--- src/rtl/tag_alloc_pkg.sv ---
// Shared types and sizing helpers for the tag allocation arbiter.
// The typedefs match the default configuration; parameterised modules derive their own widths.
package tag_alloc_pkg;

  localparam int unsigned NumReqDef      = 4;
  localparam int unsigned NumTagsDef     = 16;
  localparam int unsigned NumTagOutDef   = 2;
  localparam int unsigned NumTagInDef    = 2;
  localparam int unsigned MaxInflightDef = 8;

  // Index width that stays at least one bit wide for single-entry arrays.
  function automatic int unsigned idx_width(input int unsigned n);
    return (n > 1) ? $clog2(n) : 1;
  endfunction

  localparam int unsigned TagWidthDef    = idx_width(NumTagsDef);
  localparam int unsigned ReqIdxWidthDef = idx_width(NumReqDef);
  localparam int unsigned CntWidthDef    = $clog2(MaxInflightDef + 1);

  typedef logic [TagWidthDef-1:0]    tag_t;
  typedef logic [ReqIdxWidthDef-1:0] req_idx_t;
  typedef logic [CntWidthDef-1:0]    cnt_t;

  typedef enum logic {
    RUN   = 1'b0,
    DRAIN = 1'b1
  } state_e;

endpackage

--- src/rtl/tag_rr_matcher.sv ---
// Round-robin matcher: pairs the n-th eligible requester (walking up from rr_ptr)
// with the n-th valid get port, and reports the pointer to use after this cycle.
module tag_rr_matcher
  import tag_alloc_pkg::*;
#(
  parameter int unsigned NumReq       = 4,
  parameter int unsigned NumPort      = 2,
  localparam int unsigned ReqIdxWidth  = idx_width(NumReq),
  localparam int unsigned PortIdxWidth = idx_width(NumPort)
) (
  input  logic [NumReq-1:0]                    eligible_i,
  input  logic [ReqIdxWidth-1:0]               rr_ptr_i,
  input  logic [NumPort-1:0]                   port_valid_i,
  output logic [NumReq-1:0]                    grant_o,
  output logic [NumReq-1:0][PortIdxWidth-1:0]  grant_port_o,
  output logic [NumPort-1:0]                   port_get_o,
  output logic                                 any_grant_o,
  output logic [ReqIdxWidth-1:0]               rr_ptr_next_o
);

  localparam int unsigned SumWidth = ReqIdxWidth + 1;

  always_comb begin
    logic [SumWidth-1:0]    idx;
    logic [ReqIdxWidth-1:0] r;
    logic [ReqIdxWidth-1:0] last;
    logic [NumPort-1:0]     used;
    logic                   got;
    logic                   any;
    // NOTE: every variable is given a value before any branch, so no latch is inferred.
    grant_o       = '0;
    grant_port_o  = '0;
    used          = '0;
    last          = '0;
    any           = 1'b0;
    got           = 1'b0;
    r             = '0;
    idx           = '0;
    for (int i = 0; i < NumReq; i++) begin
      idx = SumWidth'(rr_ptr_i) + SumWidth'(i);
      if (idx >= SumWidth'(NumReq)) idx = idx - SumWidth'(NumReq);
      r   = idx[ReqIdxWidth-1:0];
      got = 1'b0;
      if (eligible_i[r]) begin
        for (int k = 0; k < NumPort; k++) begin
          if (!got && port_valid_i[k] && !used[k]) begin
            got             = 1'b1;
            used[k]         = 1'b1;
            grant_o[r]      = 1'b1;
            grant_port_o[r] = PortIdxWidth'(k);
            last            = r;
            any             = 1'b1;
          end
        end
      end
    end
    port_get_o    = used;
    any_grant_o   = any;
    rr_ptr_next_o = rr_ptr_i;
    idx           = SumWidth'(last) + SumWidth'(1);
    if (any) rr_ptr_next_o = (idx >= SumWidth'(NumReq)) ? '0 : idx[ReqIdxWidth-1:0];
  end

endmodule

--- src/rtl/tag_alloc_arbiter.sv ---
// Shares tag_queue get ports among requesters with round-robin fairness, tracks
// tag ownership and per-requester in-flight limits, validates frees and drains on flush.
module tag_alloc_arbiter
  import tag_alloc_pkg::*;
#(
  parameter int unsigned NumReq      = NumReqDef,
  parameter int unsigned NumTags     = NumTagsDef,
  parameter int unsigned NumTagOut   = NumTagOutDef,
  parameter int unsigned NumTagIn    = NumTagInDef,
  parameter int unsigned MaxInflight = MaxInflightDef,
  localparam int unsigned TagWidth     = idx_width(NumTags),
  localparam int unsigned CntWidth     = $clog2(MaxInflight + 1),
  localparam int unsigned ReqIdxWidth  = idx_width(NumReq),
  localparam int unsigned PortIdxWidth = idx_width(NumTagOut)
) (
  input  logic                          clk_i,
  input  logic                          rst_ni,
  input  logic [NumReq-1:0]             req_valid_i,
  output logic [NumReq-1:0]             req_ready_o,
  output logic [NumReq*TagWidth-1:0]    req_tag_o,
  input  logic [NumTagIn-1:0]           free_i,
  input  logic [NumTagIn*TagWidth-1:0]  free_tag_i,
  output logic [NumTagOut-1:0]          tq_get_o,
  input  logic [NumTagOut-1:0]          tq_valid_i,
  input  logic [NumTagOut*TagWidth-1:0] tq_tag_i,
  output logic [NumTagIn-1:0]           tq_free_o,
  output logic [NumTagIn*TagWidth-1:0]  tq_tag_o,
  input  logic                          flush_i,
  output logic                          flush_done_o,
  output logic [NumReq*CntWidth-1:0]    inflight_o,
  output logic                          err_o
);

  state_e                                  state_q, state_d;
  logic [ReqIdxWidth-1:0]                  rr_ptr_q, rr_ptr_d;
  logic [NumReq-1:0][CntWidth-1:0]         inflight_q, inflight_d;
  logic [NumTags-1:0]                      owner_valid_q, owner_valid_d;
  logic [NumTags-1:0][ReqIdxWidth-1:0]     owner_q, owner_d;
  logic                                    err_q, err_d;

  logic [NumTagOut-1:0][TagWidth-1:0]      tq_tags;
  logic [NumTagIn-1:0][TagWidth-1:0]       free_tags;
  logic [NumReq-1:0][TagWidth-1:0]         req_tags;
  logic [NumTagIn-1:0][TagWidth-1:0]       fwd_tags;

  logic [NumReq-1:0]                       eligible;
  logic [NumReq-1:0]                       grant;
  logic [NumReq-1:0][PortIdxWidth-1:0]     grant_port;
  logic                                    any_grant;
  logic [ReqIdxWidth-1:0]                  rr_ptr_next;
  logic [NumTagIn-1:0]                     free_legal;
  logic [NumTagIn-1:0]                     free_bad;
  logic                                    inflight_any;

  assign tq_tags   = tq_tag_i;
  assign free_tags = free_tag_i;

  always_comb begin
    eligible = '0;
    for (int r = 0; r < NumReq; r++) begin
      eligible[r] = req_valid_i[r] && (inflight_q[r] < CntWidth'(MaxInflight)) &&
                    (state_q == RUN);
    end
  end

  tag_rr_matcher #(
    .NumReq  (NumReq),
    .NumPort (NumTagOut)
  ) u_matcher (
    .eligible_i    (eligible),
    .rr_ptr_i      (rr_ptr_q),
    .port_valid_i  (tq_valid_i),
    .grant_o       (grant),
    .grant_port_o  (grant_port),
    .port_get_o    (tq_get_o),
    .any_grant_o   (any_grant),
    .rr_ptr_next_o (rr_ptr_next)
  );

  always_comb begin
    req_tags = '0;
    for (int r = 0; r < NumReq; r++) begin
      if (grant[r]) req_tags[r] = tq_tags[grant_port[r]];
    end
  end

  assign req_ready_o = grant;
  assign req_tag_o   = req_tags;

  // A repeated tag within one cycle is honoured only on its lowest free port.
  always_comb begin
    logic dup;
    free_legal = '0;
    free_bad   = '0;
    fwd_tags   = '0;
    dup        = 1'b0;
    for (int j = 0; j < NumTagIn; j++) begin
      dup = 1'b0;
      for (int jj = 0; jj < j; jj++) begin
        if (free_i[jj] && (free_tags[jj] == free_tags[j])) dup = 1'b1;
      end
      free_legal[j] = free_i[j] && owner_valid_q[free_tags[j]] && !dup;
      free_bad[j]   = free_i[j] && !free_legal[j];
      if (free_legal[j]) fwd_tags[j] = free_tags[j];
    end
  end

  assign tq_free_o = free_legal;
  assign tq_tag_o  = fwd_tags;

  // Frees are applied before grants; a granted tag is never currently owned, so the two never collide.
  always_comb begin
    owner_valid_d = owner_valid_q;
    owner_d       = owner_q;
    inflight_d    = inflight_q;
    for (int j = 0; j < NumTagIn; j++) begin
      if (free_legal[j]) begin
        owner_valid_d[free_tags[j]] = 1'b0;
        inflight_d[owner_q[free_tags[j]]] = inflight_d[owner_q[free_tags[j]]] - CntWidth'(1);
      end
    end
    for (int r = 0; r < NumReq; r++) begin
      if (grant[r]) begin
        owner_valid_d[tq_tags[grant_port[r]]] = 1'b1;
        owner_d[tq_tags[grant_port[r]]]       = ReqIdxWidth'(r);
        inflight_d[r]                         = inflight_d[r] + CntWidth'(1);
      end
    end
  end

  assign err_d        = err_q | (|free_bad);
  assign rr_ptr_d     = any_grant ? rr_ptr_next : rr_ptr_q;
  assign inflight_any = |inflight_q;

  always_comb begin
    state_d      = state_q;
    flush_done_o = 1'b0;
    unique case (state_q)
      RUN: begin
        if (flush_i) state_d = DRAIN;
      end
      DRAIN: begin
        if (!inflight_any) begin
          flush_done_o = 1'b1;
          state_d      = RUN;
        end
      end
    endcase
  end

  always_ff @(posedge clk_i or negedge rst_ni) begin
    if (!rst_ni) begin
      state_q       <= RUN;
      rr_ptr_q      <= '0;
      inflight_q    <= '0;
      owner_valid_q <= '0;
      err_q         <= 1'b0;
    end else begin
      // NOTE: non-blocking assignments keep every register sampling pre-edge values.
      state_q       <= state_d;
      rr_ptr_q      <= rr_ptr_d;
      inflight_q    <= inflight_d;
      owner_valid_q <= owner_valid_d;
      err_q         <= err_d;
    end
  end

  // NOTE: owner indices are only read when owner_valid_q is set, so this array needs no reset.
  always_ff @(posedge clk_i) begin
    owner_q <= owner_d;
  end

  assign inflight_o = inflight_q;
  assign err_o      = err_q;

  for (genvar k = 0; k < NumTagOut; k++) begin : g_tq_chk
    a_no_owned_tag : assert property (@(posedge clk_i) disable iff (!rst_ni)
      tq_get_o[k] |-> !owner_valid_q[tq_tags[k]]);
  end

endmodule

--- config.mk ---
export PLATFORM = sky130hd
export DESIGN_NAME = tag_alloc_arbiter
export DESIGN_NICKNAME = d
export VERILOG_FILES = /design/src/rtl/tag_alloc_pkg.sv /design/src/rtl/tag_rr_matcher.sv /design/src/rtl/tag_alloc_arbiter.sv
export SDC_FILE = /design/constraint.sdc
export NUM_CORES = 1
export LEC_CHECK = 0
export CORE_ASPECT_RATIO = 1.75
export CORE_MARGIN = 4
export CORE_UTILIZATION = 50
export CTS_BUF_LIST = sky130_fd_sc_hd__clkbuf_16
export CTS_CLUSTER_DIAMETER = 50
export DETAILED_ROUTE_END_ITERATION = 8
export PLACE_DENSITY = 0.77
export SYNTH_ARGS = -nofsm -noshare
export SYNTH_HDL_FRONTEND = slang
export SYNTH_HIERARCHICAL = 1
export SYNTH_SLANG_ARGS = --single-unit
--- constraint.sdc ---
create_clock -name clk_i -period 4.6 [get_ports clk_i]
set_input_delay 0.69 -clock clk_i [delete_from_list [all_inputs] [get_ports clk_i]]
set_output_delay 0.69 -clock clk_i [all_outputs]
set_load 0.01 [all_outputs]
[Word-level counts from Yosys, hierarchy flattened]
Index checks and enable logic that the tools add are counted.
Storage, ports and cells
  flip-flop bits (word level): 68
  latch bits: 0
  bits in writable memories: 0
  bits in read-only memories: 0
  word-level logic and storage cells: 331
  memories: 0
Cells by class
  add/subtract/negate cells: 14
  multiply operators: 0
  div/mod/pow operators: 0
  magnitude comparators: 37
  equality and inequality tests: 1
  shift-type cells: 0
  muxes and demuxes: 168
  bitwise logic cells: 36
  reduce and logical (&&, ||, !) cells: 51
Operators with widths (number)
  4-bit two-way mux: 53
  16-bit two-way mux: 8
  32-bit two-way mux: 4
  16-bit OR: 6
  16-bit bitwise AND: 4
  16-bit inverter: 4
  2-bit two-way mux: 27
  1-bit two-way mux: 47
  4-bit OR: 11
  1-bit logical AND: 36
  32-bit bitwise AND: 1
  16-bit bitwise mux: 2
  2-bit demux with 4-bit select: 4
  32-bit inverter: 1
  32-bit OR: 1
  4-bit by 5-bit < comparator with 1-bit output (second input constant): 6
  1-bit demux with 4-bit select: 6
  4-bit by 1-bit >= comparator with 1-bit output (second input constant): 6
  2-bit by 3-bit < comparator with 1-bit output (second input constant): 6
  4-bit by 1-bit adder with 4-bit output (second input constant): 4
  2-bit binary-select mux with 4-bit select: 2
  4-bit binary-select mux with 2-bit select: 2
  4-bit demux with 2-bit select: 2
  4-bit < comparator (second input constant): 4
  20 further kinds: 60

[Logic depth before layout (Yosys ltp)]
  word-level depth: 52
  mapped depth: 21
  mapped depth without buffers: 16

[Cells and area by module]
The synthesis kept the hierarchy.
By module, submodules not included
  tag_alloc_arbiter: times used 1, cells an instance 681, area each 5659.2 sq um
  tag_rr_matcher: times used 1, cells an instance 162, area each 1127.3 sq um

[Worst setup path after synthesis]
No wires, ideal clock.
  path type: reg2reg
  from: register rr_ptr_q[0]
  to: register owner_valid_q[8]
  arrival time: 4184 ps
  path slack: 290 ps
  stages on the path, launching flop included: 19
  buffers on the path: 5
  cells stage by stage: dfrtp_1 -> buf_6 -> buf_4 -> inv_1 -> ha_1 -> buf_4 -> or4_1 -> o22ai_1 -> or2_2 -> nand2_1 -> a21oi_1 -> a222oi_1 -> o21ai_0 -> clkbuf_1 -> clkbuf_1 -> nor2_1 -> a21oi_1 -> o22ai_1 -> a311o_1
RTL lines
  from (decl): RTL line tag_alloc_arbiter.sv:35  | logic [ReqIdxWidth-1:0] rr_ptr_q, rr_ptr_d;
  from (signal assigned): RTL line tag_alloc_arbiter.sv:161  | rr_ptr_q <= rr_ptr_d;
  to (signal assigned): RTL line tag_alloc_arbiter.sv:163  | owner_valid_q <= owner_valid_d;
  to (decl): RTL line tag_alloc_arbiter.sv:37  | logic [NumTags-1:0] owner_valid_q, owner_valid_d;

[Final worst setup path]
  from: input req_valid_i[2]
  to: output req_ready_o[3]
Between the ends
  word-level cells in the longest chain between the ends: 26
RTL lines
  from (decl): RTL line tag_alloc_arbiter.sv:18  | input logic [NumReq-1:0] req_valid_i,
  1-bit logical AND * (2 in series): RTL line tag_alloc_arbiter.sv:61  | eligible[r] = req_valid_i[r] && (inflight_q[r] < CntWidth'(MaxInflight)) &&
  via eligible[2]: RTL line tag_alloc_arbiter.sv:46  | logic [NumReq-1:0] eligible;
  1-bit binary-select mux with 2-bit select: RTL line tag_rr_matcher.sv:44  | if (eligible_i[r]) begin
  1-bit two-way mux (implied by the code): RTL line tag_rr_matcher.sv:44
  2-bit two-way mux: RTL line tag_rr_matcher.sv:44
  1-bit zero test: RTL line tag_rr_matcher.sv:46  | if (!got && port_valid_i[k] && !used[k]) begin
  1-bit logical AND: RTL line tag_rr_matcher.sv:46
  1-bit two-way mux: RTL line tag_rr_matcher.sv:46
  [... 10 more ...]
  4-bit two-way mux: RTL line tag_rr_matcher.sv:46
  4-bit two-way mux: RTL line tag_rr_matcher.sv:44
  4-bit OR (no source line)
  4-bit two-way mux: RTL line tag_rr_matcher.sv:46
  4-bit two-way mux: RTL line tag_rr_matcher.sv:44
  4-bit OR (no source line)
  4-bit two-way mux: RTL line tag_rr_matcher.sv:46
  4-bit two-way mux *: RTL line tag_rr_matcher.sv:44
  to (decl): RTL line tag_alloc_arbiter.sv:19  | output logic [NumReq-1:0] req_ready_o,
Mark *: on every way through the listed nets, which the timed path passes. The rest lies on a longest branch. The select of a mux whose other input is x is not followed.

==> impl_metrics.toml <==
[timing]
final_hold_viol_count = 0
setup_ws_ns = 0.0687
fmax_mhz = 221
slew-limit-headroom = 0.424
skew_ns = 0.00682
min_period_over_period = 0.985
slew_violations = 0
rsz0062_at_grt = "yes"
setup_viol_count_final = 0
worstMarginPinSlew_ns = 0.864
fin_crit_ns = 4.53
setup_tns_ns = 0

[grt]
met1_usage = 0.328
antenna_found_initial = 0
grt_usage = 0.304
grtUsageMet2 = 0.540
grt_max_degree = 37
grt_pass1_wl_mm = 36.9
first_global_vias = 7347
grt-ovfl-total = 0
busiest_layer = "met2"
grtUsageMet3 = 0.0292

[critical_path]
path_depth = 13
start_kind = "input pin"
max_stage_delay_ns = 0.54
crit_path_end_kind = "output pin"
crit_slowest_cell = "or4_4"
startpoint = "req_valid_i[2]"
r2r-end = "owner_valid_q[1]"
crit_buf_inv = 5
reg2reg_depth = 18
r2r-start = "rr_ptr_q[1]"
path_class = "input pin to output pin"
reg2reg_slack_ns = 0.38
worstPathCellList = "clkdlybuf4s50_1 -> nor3b_1 -> buf_4 -> or4_4 -> o22ai_4 -> buf_6 -> nor2_1 -> nand4_1 -> a21oi_2 -> a222oi_1 -> o2111ai_1 -> buf_4 -> clkdlybuf4s50_1"
arrival_ns = 3.84
path_delay_family = "buffers and inverters"
path_max_fanout = 5
cp.required_ns = 3.91

[synth]
syn_inst = 843
synth_area_leaders = "dfrtp_1 (13%), dfxtp_1 (9.4%), mux4_2 (7.3%)"
ys_types = 82
syn_nets = 883
yosysMostFrequentCell = "nand2_1"
synth_top_cell_by_area = "dfrtp_1"
synth_commonest_cells = "nand2_1 (96), nor2_1 (82), a21oi_1 (47), o21ai_0 (47), mux2i_1 (39)"
synthFlopType = "dfrtp_1"
synth_top_cell_area_share = 0.133
ys_seq_area_frac = 0.227
synth_area_mm2 = 0.00679
synth_edf_count = 0
synth-seq-cells = 68
async_flop_share = 0.529
avgSynthCellArea_um2 = 8.05
synth_warnings = 6

[clock_tree]
clockBufferDepth = 2
cts.htree.levels = 3
cts_made_buffers = 9
clkTransAtPathRegs_ns = 0.05
root_buffer = "clkbuf_16"
clock_sink_count = 68
clk_latency_ns = 0.34
tritoncts = "built"

[power_and_ir_drop]
intPower_mw = 2.67
p_clk_frac = 0.131
p_total_mw = 4.69
leakagePower_nw = 3.67
switchingPower_mw = 2.02
p_seq_frac = 0.246
combPwrFrac = 0.623
swShare = 0.430
power_density_mw_per_mm2 = 528
ir_worst_vdd_mv = 0.296

[min_path]
holdPathStages = 2
worstHoldEndpoint = "owner_q[19]"
min_path_type = "flop to flop"
min-delay-start = "owner_q[19]"

[die]
coreArea_mm2 = 0.0134
dieArea_mm2 = 0.0156
rows = 56
initial_core_util = 0.507
fp.dieW_um = 96.1
dieHeight_um = 162
io_pins = 77

[routing]
vias_per_cell = 6.28
vias = 7483
drt_first_iter_violations = 554
wl_per_cell_um = 19.5
postRouteAntennaNets = 0
route.detailed.drc = 0
firstDrtPassIters = 6
wl_mm = 23.2

[place]
hpwl_mm = 17.8
dpl_worst_slack_ns = -0.197
place_congestion = 0.925
port_buffers = 76

[final_layout]
fin_nets = 1053
syn2layout_area_growth_pct = 30.8
diodes = 0
drive_above_1_share = 0.227

[outcome]
status = "completed"

[job]
max_cap_viol_count = 0
[worst reg2reg max path: stages (launching register included)]
cell	delay, ns
dfrtp_1	0.34
inv_1	0.12
ha_1	0.40
mux4_2	0.61
buf_12	0.17
nand2_1	0.08
nor2_1	0.04
a21oi_1	0.11
a21oi_1	0.08
a222oi_1	0.34
inv_1	0.14
buf_4	0.17
buf_4	0.13
mux2i_1	0.22
nor2b_1	0.10
buf_4	0.15
nand2b_1	0.24
o22ai_1	0.23
a311o_1	0.40
[layer usage]
layer | vias to the layer above | wire [µm]
li1 | 3447 | -
met5 | - | 0
met3 | 129 | 1130
met4 | 0 | 1760
met1 | 3552 | 8150
met2 | 355 | 12200
[area by class of cell]
class                           count  area, µm²
Multi-Input combinational cell    690       4920
Fill cell                        1119       4500
Timing Repair Buffer              215       1830
Sequential cell                    68       1540
Clock buffer                        9        225
Tap cell                          174        218
Inverter                           29        110
Clock inverter                      7       33.8
[worst max path at each step]
stage | end | slack (ns)
after floorplan | owner_valid_q[8] | 0.29
after global placement | req_tag_o[12] | -0.15
after detailed placement | req_tag_o[12] | -0.20
after CTS | req_tag_o[3] | 0.003
after global routing | req_tag_o[0] | -0.12
final | req_ready_o[3] | 0.07
[sequential cells by signal (all words and copies together), names as in the netlist]
name	flops
rr_ptr_q	2
state_q	1
inflight_o	16
err_o	1
owner_q	32
owner_valid_q	16
[power by group through the flow]
stage | logic (mW) | clock network, mW | registers, mW
floorplan | 1.72 | 0 | 1.09
global placement | 2.71 | 0 | 1.14
detailed placement | 2.77 | 0 | 1.15
CTS | 2.79 | 0.616 | 1.14
global route | 3.16 | 0.640 | 1.18
finish | 2.92 | 0.613 | 1.16
[what timing repair did]
action                                  4_1_cts  5_1_grt
pin swaps                                     1        7
buffers inserted                              6       13
gates resized for setup                      12       32
endpoints found under the setup margin       16       18
hold buffers                                  0        0
[kinds of logic (layout without fill, tap and decap cells)]
family                     count (synthesis)  in the layout  synth area share
AOI/OAI and AO/OA                        217            217             0.226
xor gates and xnor gates                  34             34            0.0450
adders and majority gates                 15             15            0.0271
buffers and inverters                     85            260            0.0555
DFF                                       68             68             0.227
muxes                                     77             77             0.162
and+or+nand+nor                          347            347             0.258
[cell usage in the layout, fill, tap and decap left out, types with 6 or more instances in the layout]
| cell type | Yosys | routed |
|---|---|---|
| clkbuf_16 | 0 | 9 |
| nor2b_1 | 28 | 27 |
| ha_1 | 13 | 13 |
| clkdlybuf4s50_1 | 0 | 59 |
| o21ai_0 | 47 | 45 |
| mux4_2 | 22 | 22 |
| nor3_1 | 18 | 18 |
| nand2b_1 | 20 | 20 |
| nor2_1 | 82 | 82 |
| nand4_1 | 11 | 11 |
| nand4b_1 | 6 | 6 |
| o22ai_1 | 28 | 27 |
| dfxtp_1 | 32 | 32 |
| or3_1 | 7 | 7 |
| o211ai_1 | 6 | 6 |
| nand3_1 | 27 | 27 |
| dfrtp_1 | 36 | 36 |
| a311o_1 | 9 | 9 |
| mux2i_1 | 39 | 39 |
| buf_4 | 4 | 132 |
| nand2_1 | 96 | 95 |
| clkbuf_2 | 0 | 6 |
| xnor2_1 | 19 | 19 |
| o31ai_1 | 8 | 8 |
| mux2_2 | 14 | 14 |
| xor2_1 | 14 | 14 |
| a21oi_1 | 47 | 46 |
| o21bai_1 | 11 | 11 |
| and2_1 | 13 | 13 |
| inv_1 | 28 | 28 |
| or4_1 | 7 | 6 |
| o21a_1 | 7 | 7 |
[per-stage QoR]
| stage | utilization | area, µm² | hold slack [ns] | std cells |
|---|---|---|---|---|
| after floorplan | - | 6790 | 0.394 | 843 |
| after global placement | 0.632 | 8460 | 0.438 | 1157 |
| after detailed placement | 0.632 | 8460 | 0.455 | 1157 |
| after CTS | 0.654 | 8760 | 0.461 | 1179 |
| after global routing | 0.664 | 8880 | 0.492 | 1192 |
| final | 0.664 | 8880 | 0.460 | 1192 |
Power figures use the tool's default switching activity.
